<file path="src/rtl/instr_register_pkg.sv">
// Shared types for the instruction register and its front-end scheduler.
package instr_register_pkg;

    typedef enum logic [3:0] {ZERO, PASSA, PASSB, ADD, SUB, MULT, DIV, MOD} opcode_t;
    typedef logic signed [31:0] operand_t;
    typedef logic signed [63:0] result_t;
    typedef logic [4:0]         address_t;

    typedef struct packed {
        opcode_t  opc;
        operand_t op_a;
        operand_t op_b;
        result_t  result;
    } instruction_t;

    typedef enum logic [1:0] {RST_HOLD, RUN, FLUSH} sched_state_t;

    localparam int QDEPTH = 32;

    // DIV/MOD by zero must never reach the register's ALU.
    function automatic logic is_divzero(input opcode_t opc, input operand_t op_b);
        return ((opc == DIV) || (opc == MOD)) && (op_b == '0);
    endfunction

endpackage

</file>
<file path="src/rtl/rr_arbiter.sv">
// Rotating-priority arbiter: grants the first requester after the last one served.
module rr_arbiter #(
    parameter int NREQ = 2
) (
    input  logic            clk,
    input  logic            reset,
    input  logic [NREQ-1:0] req,
    input  logic            advance,
    output logic [NREQ-1:0] grant
);

    localparam int LW = (NREQ > 1) ? $clog2(NREQ) : 1;

    logic [LW-1:0] rr_last;
    logic [LW-1:0] grant_idx;
    logic [LW-1:0] cand;

    // Walk from farthest to nearest so the nearest active requester wins.
    always_comb begin
        grant     = '0;
        grant_idx = rr_last;
        cand      = '0;
        for (int k = NREQ; k >= 1; k--) begin
            cand = LW'((int'(rr_last) + k) % NREQ);
            if (req[cand]) begin
                grant       = '0;
                grant[cand] = 1'b1;
                grant_idx   = cand;
            end
        end
    end

    always_ff @(posedge clk) begin
        if (reset) begin
            rr_last <= LW'(NREQ - 1);
        end else if (advance && (|grant)) begin
            rr_last <= grant_idx;
        end
    end

endmodule

</file>
<file path="src/rtl/instr_reg_scheduler.sv">
// Front-end for the 32-entry instruction register: arbitrated writes, in-order
// reads as a circular queue, reset sequencing and divide-by-zero sanitising.
module instr_reg_scheduler
    import instr_register_pkg::*;
#(
    parameter int NREQ       = 2,
    parameter int DEPTH      = QDEPTH,
    parameter int RST_CYCLES = 2
) (
    input  logic                   clk,
    input  logic                   reset,
    input  logic                   flush,
    input  logic [NREQ-1:0]        req_valid,
    input  opcode_t [NREQ-1:0]     req_opcode,
    input  operand_t [NREQ-1:0]    req_op_a,
    input  operand_t [NREQ-1:0]    req_op_b,
    output logic [NREQ-1:0]        req_ready,
    output logic                   out_valid,
    input  logic                   out_ready,
    output instruction_t           out_instr,
    output logic                   reg_load_en,
    output logic                   reg_reset_n,
    output opcode_t                reg_opcode,
    output operand_t               reg_operand_a,
    output operand_t               reg_operand_b,
    output address_t               reg_write_pointer,
    output address_t               reg_read_pointer,
    input  instruction_t           reg_instr_word,
    output logic [$clog2(DEPTH):0] count,
    output logic                   divzero_err
);

    localparam int CW = $clog2(DEPTH) + 1;
    localparam int HW = $clog2(RST_CYCLES) + 1;

    sched_state_t    state;
    logic [HW-1:0]   hold_cnt;
    address_t        wr_ptr;
    address_t        rd_ptr;

    logic            run;
    logic            full;
    logic            push;
    logic            pop;
    logic            divzero;
    logic [NREQ-1:0] grant;
    opcode_t         sel_opc;
    operand_t        sel_a;
    operand_t        sel_b;

    assign run  = (state == RUN);
    assign full = (count == CW'(DEPTH));

    // Flush suppresses grants combinationally so nothing is pushed on the flush edge.
    rr_arbiter #(.NREQ(NREQ)) u_arb (
        .clk     (clk),
        .reset   (reset),
        .req     (req_valid & {NREQ{run && !full && !flush}}),
        .advance (push),
        .grant   (grant)
    );

    assign req_ready   = grant;
    assign push        = |(req_valid & grant);
    assign reg_load_en = push;

    always_comb begin
        sel_opc = ZERO;
        sel_a   = '0;
        sel_b   = '0;
        for (int i = 0; i < NREQ; i++) begin
            if (grant[i]) begin
                sel_opc = req_opcode[i];
                sel_a   = req_op_a[i];
                sel_b   = req_op_b[i];
            end
        end
    end

    assign divzero           = push && is_divzero(sel_opc, sel_b);
    assign reg_opcode        = is_divzero(sel_opc, sel_b) ? ZERO : sel_opc;
    assign reg_operand_a     = sel_a;
    assign reg_operand_b     = sel_b;
    assign reg_write_pointer = wr_ptr;
    assign reg_read_pointer  = rd_ptr;

    assign out_valid = run && !flush && (count != '0);
    assign pop       = out_valid && out_ready;
    assign out_instr = reg_instr_word;

    always_ff @(posedge clk) begin
        if (reset) begin
            state       <= RST_HOLD;
            hold_cnt    <= '0;
            reg_reset_n <= 1'b0;
            wr_ptr      <= '0;
            rd_ptr      <= '0;
            count       <= '0;
            divzero_err <= 1'b0;
        end else begin
            case (state)
                RST_HOLD, FLUSH: begin
                    if (hold_cnt == HW'(RST_CYCLES - 1)) begin
                        state       <= RUN;
                        reg_reset_n <= 1'b1;
                    end else begin
                        hold_cnt <= hold_cnt + 1'b1;
                    end
                end
                RUN: begin
                    if (flush) begin
                        state       <= FLUSH;
                        hold_cnt    <= '0;
                        reg_reset_n <= 1'b0;
                    end
                end
                default: state <= RST_HOLD;
            endcase

            if (flush) begin
                wr_ptr <= '0;
                rd_ptr <= '0;
                count  <= '0;
            end else begin
                if (push) wr_ptr <= wr_ptr + 1'b1;
                if (pop)  rd_ptr <= rd_ptr + 1'b1;
                if (push && !pop)      count <= count + 1'b1;
                else if (pop && !push) count <= count - 1'b1;
            end

            if (divzero) divzero_err <= 1'b1;
        end
    end

endmodule

</file>
<file path="config.mk">
export PLATFORM = sky130hd
export DESIGN_NAME = instr_reg_scheduler
export DESIGN_NICKNAME = d
export VERILOG_FILES = /design/src/rtl/instr_register_pkg.sv /design/src/rtl/rr_arbiter.sv /design/src/rtl/instr_reg_scheduler.sv
export SDC_FILE = /design/constraint.sdc
export NUM_CORES = 1
export LEC_CHECK = 0
export ABC_AREA = 1
export BUFFER_PORTS_ARGS = -buffer_cell sky130_fd_sc_hd__buf_2
export CAP_MARGIN = 25
export CORE_AREA = 8 8 187 189
export DETAILED_ROUTE_END_ITERATION = 10
export DIE_AREA = 0 0 195 197
export PLACE_DENSITY_LB_ADDON = 0.15
export SLEW_MARGIN = 20
export SYNTH_ARGS = -nofsm -noshare
export SYNTH_HDL_FRONTEND = slang
export SYNTH_SLANG_ARGS = --single-unit
</file>
<file path="constraint.sdc">
create_clock -name clk -period 7.7 [get_ports clk]
set_clock_uncertainty 0.15 [all_clocks]
set_input_delay 0.77 -clock clk [delete_from_list [all_inputs] [get_ports clk]]
set_output_delay 0.77 -clock clk [all_outputs]
set_load 0.005 [all_outputs]
</file>
======== Word-level counts from Yosys, hierarchy flattened ========
Index checks and enable logic that the tools add are counted.
word-level totals
  register bits after elaboration ......... 23
  input port bits ......................... 274
  output and inout port bits .............. 222
  word-level logic and storage cells ...... 91
cells by class
  add/subtract/negate cells ............... 7
  order comparisons ....................... 4
  equal/unequal tests ..................... 9
  mux-type cells .......................... 30
  bitwise gates (word level) .............. 2
  reductions and logical operators ........ 31
operators with widths
  operator                                              number
  two-way mux 32 bit                                    4
  zero test 32 bit                                      1
  logical AND 1 bit                                     12
  two-way mux 2 bit                                     6
  two-way mux 4 bit                                     3
  two-way mux 6 bit                                     2
  adder 5 x 1 -> 5 bit (second input constant)          2
  two-way mux 1 bit                                     10
  equality test 4 x 3 -> 1 bit (second input constant)  2
  one-hot mux 2 bit (2 select lines)                    2
  OR reduction 2 bit                                    4
  adder 6 x 1 -> 6 bit (second input constant)          1
  equality test 6 bit (second input constant)           1
  inequality test 2 bit (second input constant)         3
  AND reduction 3 bit                                   2
  nonzero test 2 bit                                    3
  nonzero test 6 bit                                    1
  subtractor 6 x 1 -> 6 bit (second input constant)     1
  AND 2 bit                                             2
  equality test 2 x 1 -> 1 bit (second input constant)  2
  zero test 1 bit                                       4
  < comparator 1 x 2 -> 1 bit (second input constant)   2
  AND reduction 2 bit                                   2
  adder 1 bit (second input constant)                   2
  7 further kinds                                       9

======== Longest topological paths before layout ========
  depth after elaboration ................. 15
  mapped depth ............................ 20

======== Cells and area by module ========
A second synthesis with hierarchy kept.
second synthesis, totals
  cell total of the unflattened synthesis .. 503
  area total of the unflattened synthesis .. 3315.7 µm²
modules (own cells, without submodules)
  module               times used  cells an instance  area each (µm²)  sequential area each (µm²)
  instr_reg_scheduler  1           494                3255.6           440.4
  rr_arbiter           1           9                  60.1             20.0

======== Least setup slack after synthesis ========
Ideal clock, no wire load.
  kind .................................... input to register
  start ................................... input flush
  end ..................................... register count[5]
  library setup time ...................... 0.120 ns
  arrival time ............................ 3.102 ns
  data required time ...................... 7.430 ns
  path slack .............................. 4.328 ns
  cell stages on the path ................. 18
  path buffers ............................ 1
  path through ............................ nor2_8 > nand2_4 > nor2_8 > buf_4 > nor2_1 > inv_1 > ha_1 > inv_1 > ha_1 > a21oi_1 > nand2_1 > a21oi_1 > inv_1 > a21oi_1 > o21ai_0 > a21o_1 > o21ai_0 > a21oi_1
between the ends
  longest elaborated chain between the ends .. 12
ends and longest elaborated chain
  what                                                  RTL line                    text
  start, declared                                       instr_reg_scheduler.sv:12   input logic flush,
  zero test 1 bit (*)                                   instr_reg_scheduler.sv:58   .req (req_valid & {NREQ{run && !full && !flush}}),
  logical AND 1 bit (*)                                 instr_reg_scheduler.sv:58
  AND 2 bit (*)                                         instr_reg_scheduler.sv:58
  two-way mux 1 bit (implied by the code) (2 in a row)  rr_arbiter.sv:25            if (req[cand]) begin
  two-way mux 2 bit                                     rr_arbiter.sv:25
  two-way mux 2 bit (*)                                 rr_arbiter.sv:25
  AND 2 bit (*)                                         instr_reg_scheduler.sv:64   assign push = |(req_valid & grant);
  OR reduction 2 bit (*)                                instr_reg_scheduler.sv:64
  named net reg_load_en                                 instr_reg_scheduler.sv:21   output logic reg_load_en,
  zero test 1 bit                                       instr_reg_scheduler.sv:128  else if (pop && !push) count <= count - 1'b1;
  logical AND 1 bit                                     instr_reg_scheduler.sv:128
  nonzero test 2 bit (no source line)                   -
  end signal, assigned                                  instr_reg_scheduler.sv:127  if (push && !pop) count <= count + 1'b1;
  end signal, assigned                                  instr_reg_scheduler.sv:128
  end, declared                                         instr_reg_scheduler.sv:29   output logic [$clog2(DEPTH):0] count,
Mark *: on every way through the listed nets, which the timed path passes. The rest lies on a longest branch. The select of a mux whose other input is x is not followed.
A chain may end at the register's enable or synchronous reset.

======== Final worst setup path ========
  start ................................... input flush
  end ..................................... output reg_opcode[1]
between the ends
  longest elaborated chain between the ends .. 13
ends and longest elaborated chain
  what                                                  RTL line                   text
  zero test 1 bit (*)                                   instr_reg_scheduler.sv:58
  logical AND 1 bit (*)                                 instr_reg_scheduler.sv:58
  AND 2 bit (*)                                         instr_reg_scheduler.sv:58
  two-way mux 1 bit (implied by the code) (2 in a row)  rr_arbiter.sv:25
  two-way mux 2 bit                                     rr_arbiter.sv:25
  two-way mux 2 bit (*)                                 rr_arbiter.sv:25
  two-way mux 4 bit (2 in a row)                        instr_reg_scheduler.sv:72  if (grant[i]) begin
  equality test 4 x 3 -> 1 bit                          instr_register_pkg.sv:22   return ((opc == DIV) || (opc == MOD)) && (op_b == '0);
  logical OR 1 bit                                      instr_register_pkg.sv:22
  logical AND 1 bit                                     instr_register_pkg.sv:22
  two-way mux 4 bit (*)                                 instr_reg_scheduler.sv:81  assign reg_opcode = is_divzero(sel_opc, sel_b) ? ZERO : sel_opc;
  end, declared                                         instr_reg_scheduler.sv:23  output opcode_t reg_opcode,
Mark *: on every way between the ends. The rest lies on a longest branch, timed or not. The select of a mux whose other input is x is not followed.

==> Flow_metrics.wiki <==
{| class="wikitable"
! Metric !! Value
|-
| Standby leakage power || 2.28 nW
|-
| Slew Viols, Final || 0
|-
| Register bit total from synthesis || 23
|-
| Clock root buffer master || clkbuf_16
|-
| Placed insts || 1022
|-
| Final setup violation count || 0
|-
| Summed instance area of the synthesized netlist || 3470 sq um
|-
| Type of the worst setup path || in2out
|-
| H-Tree Level Count || 1
|-
| Maximum achievable frequency || 244 MHz
|-
| Worst Path Max Fanout || 45
|-
| HPWL after DPL || 16.9 mm
|-
| Synthesis warning total || 0
|-
| Relative slew margins || 0.435
|-
| Cell types with the largest area share after synthesis || buf_4, dfxtp_1, nand2_1, a22o_1, nand3_1
|-
| Number of iterations in the first detailed-routing pass || 5
|-
| Total gr overflow || 0
|-
| Outcome || complete, no violations
|-
| Clock tree from TritonCTS || done
|-
| Count of maximum capacitance violations || 0
|-
| PnR Total Power || 0.000592 W
|-
| Worst min-delay path category || reg2reg
|-
| Worst path slowest cell || nand4_4
|-
| Full die area || 38400 sq um
|-
| Number of buffers created by CTS || 3
|-
| Chip Width || 195 um
|-
| Maximum single-stage delay on the critical path || 0.39 ns
|-
| Drt first-iter violations || 118
|-
| Number of nets produced by synthesis || 815
|-
| Library cells used by synthesis || 34
|-
| Critical Path Most Common Cell || nor2_1
|-
| Final net count || 902
|-
| Via count of the first global-routing pass || 3925
|-
| Power density over the cells || 144 nW/um^2
|-
| Area share of the leading cell type in the synthesized netlist || 0.290
|-
| Initial cell density of the core || 0.108
|-
| Post-Synthesis Mean Instance Area || 6.52 sq um
|-
| Max VDD drop || 78.9 uV
|-
| Count of hold-fix buffers inserted at cts || 0
|-
| Vert. Die Dim || 197 um
|-
| Routed wire per std cell || 18.7 um
|-
| Final design instance area without fill || 4120 sq um
|-
| GP Congestion || 0.735
|-
| Cell Rows || 66
|-
| Buffers inserted during post-CTS setup optimization || 0
|-
| Slew of the pin with the lowest slew margin || 0.844 ns
|-
| CTS clk-pin slew, worst paths || 0.07 ns
|-
| RSZ-0062 raised after global routing || false
|-
| Clock latency on the worst-skew pair || 0.26 ns
|-
| Number of diodes || 0
|-
| Total of buffers placed on input and output ports || 231
|-
| Number of antenna violations at the first check in global routing || 8
|-
| Global-route wire length before repair || 26.6 mm
|-
| Number of routed nets with antenna violations || 0
|-
| Required time of the critical path || 6.78 ns
|-
| Post-synth top area cell || buf_4
|-
| Post-Synthesis Cells || 532
|-
| Layout area overhead || 18.7%
|-
| Final critical path time including I/O delays and setup || 4.10 ns
|-
| Share of the clock period used by the worst path after layout || 0.532
|-
| Via count normalized by instance count || 3.55
|-
| Total Negative Setup Slacks || 0 ns
|-
| Critical path endpoint category || output pin
|-
| Seq/Total Area, Yosys || 0.133
|-
| Proportion of layout cells with a drive suffix above 1 || 0.419
|-
| Kind of launch point of the worst setup path || primary input
|-
| CTS resizes || 0
|-
| Vias after detailed routing || 3646
|-
| Worst path buffer plus inverter count || 3
|-
| Cells along the critical path || buf_2 -> nor2_8 -> nand4_4 -> nand2_4 -> inv_4 -> nand2_1 -> nand2_2 -> nor2_1 -> nand3_1 -> nor2_1 -> nand3_1 -> nor2_2 -> nor2_1 -> buf_2
|-
| Sum of routed wire length over all layers || 19.1 mm
|-
| Final hold vios || 0
|-
| Area of the core || 32000 sq um
|-
| Cell area reported after detailed placement || 4040 sq um
|-
| CTS sink count || 23
|-
| Crit-path leading delay family || simple AND/OR/NAND/NOR gates
|-
| Drt drc || 0
|-
| Post-route insts no fill || 1026
|-
| Critical Path AT || 3.18 ns
|-
| Longest Clk Path Bufs || 2
|-
| Total routing resource utilization after global routing || 0.0914
|-
| I/O pin count || 496
|-
| Maximum number of pins on one net before global-route repair || 46
|}
## Yosys cell counts (all sizes together)
master	instances
and3	1
nand4	7
a211oi	2
xnor2	2
nor3	5
a21o	1
clkbuf	1
fa	1
ha	8
nor2	55
a21oi	17
inv	54
xor2	1
buf	148
or2	1
o21ai	18
o211ai	1
dfxtp	23
a22o	32
a31oi	1
nand3	52
nand2	100
clkinv	1
## per-stage QoR
step                setup WS [ns]   util  hold WS (ns)
floorplan                    4.33      -         0.282
global placement             3.52  0.126         0.299
detailed placement           3.45  0.126         0.298
CTS                          3.45  0.128         0.313
global route                 3.32  0.128         0.333
finish                       3.60  0.128         0.308
## sequential cells by signal, indices dropped and copies added, names as in the netlist
| register | cells |
|---|---|
| count | 6 |
| reg_read_pointer | 5 |
| reg_write_pointer | 5 |
| hold_cnt | 2 |
| state | 2 |
| divzero_err | 1 |
| reg_reset_n | 1 |
| u_arb.rr_last | 1 |
## layout by cell type (no fill, tap or decap), types with 2 or more instances in the layout
master	instances
nand3_1	51
buf_2	231
nand2_4	2
nor2_2	4
a22o_1	32
nand4_4	2
nand4_1	5
a211oi_1	2
inv_2	2
nand2_1	90
ha_1	8
o21ai_1	2
o21ai_0	16
nor2_1	48
dfxtp_1	23
inv_1	50
xnor2_1	2
nand2_2	8
a21oi_1	17
clkbuf_16	3
inv_4	2
nor2_8	3
nor3_1	5
## metal layers
layer	wire (um)	global-route usage	up-vias
met4	508	0.0213	10
met2	9480	0.163	262
li1	-	-	1764
met3	2510	0.0546	57
met5	62	0	-
met1	6580	0.0903	1553
## cell families after synthesis
logic type	after synthesis	synth area share
and+or+nand+nor	221	0.306
xor gates and xnor gates	3	0.00758
AOI/OAI and AO/OA	72	0.142
DFF	23	0.133
adders and majority gates	9	0.0346
buffers and inverters	204	0.378
## worst paths after layout
| check | start | end | slack, ns | cells after the start |
|---|---|---|---|---|
| setup / recovery | flush | reg_opcode[1] | 3.60 | 14 |
| hold / removal | divzero_err$_SDFFE_PP0P_ | divzero_err$_SDFFE_PP0P_ | 0.31 | 2 |
| setup reg to reg | count[5]$_SDFFE_PP0P_ | count[5]$_SDFFE_PP0P_ | 4.07 | 19 |
| hold reg to reg | divzero_err$_SDFFE_PP0P_ | divzero_err$_SDFFE_PP0P_ | 0.31 | 2 |
## where the power goes
part	switching (W)	internal (W)
Sequential	0.0000116	0.000133
Clock	0.0000476	0.0000709
Combinational	0.000197	0.000132
Total	0.000256	0.000336
## worst reg2reg max path, cell delays in order, from the launching register on
cell and delay [ns]:
dfxtp_1 0.38, inv_1 0.10, nor2_2 0.13, nand3_4 0.13
nand2_4 0.15, nor2_8 0.10, nor2_1 0.43, inv_1 0.17
ha_1 0.28, inv_1 0.14, ha_1 0.30, a21oi_1 0.14
nand2_1 0.09, a21oi_1 0.14, inv_1 0.05, a21oi_1 0.17
o21ai_0 0.10, a21o_1 0.17, o21ai_0 0.14, a21oi_1 0.05
## area by class of cell
type | instances | area [sq um]
Clock buffer | 4 | 78.8
Fill cell | 3818 | 27900
Inverter | 55 | 211
Multi-Input combinational cell | 305 | 1700
Sequential cell | 23 | 460
Tap cell | 408 | 510
Timing Repair Buffer | 231 | 1160
No activity file was read; power rests on OpenSTA's default activity.
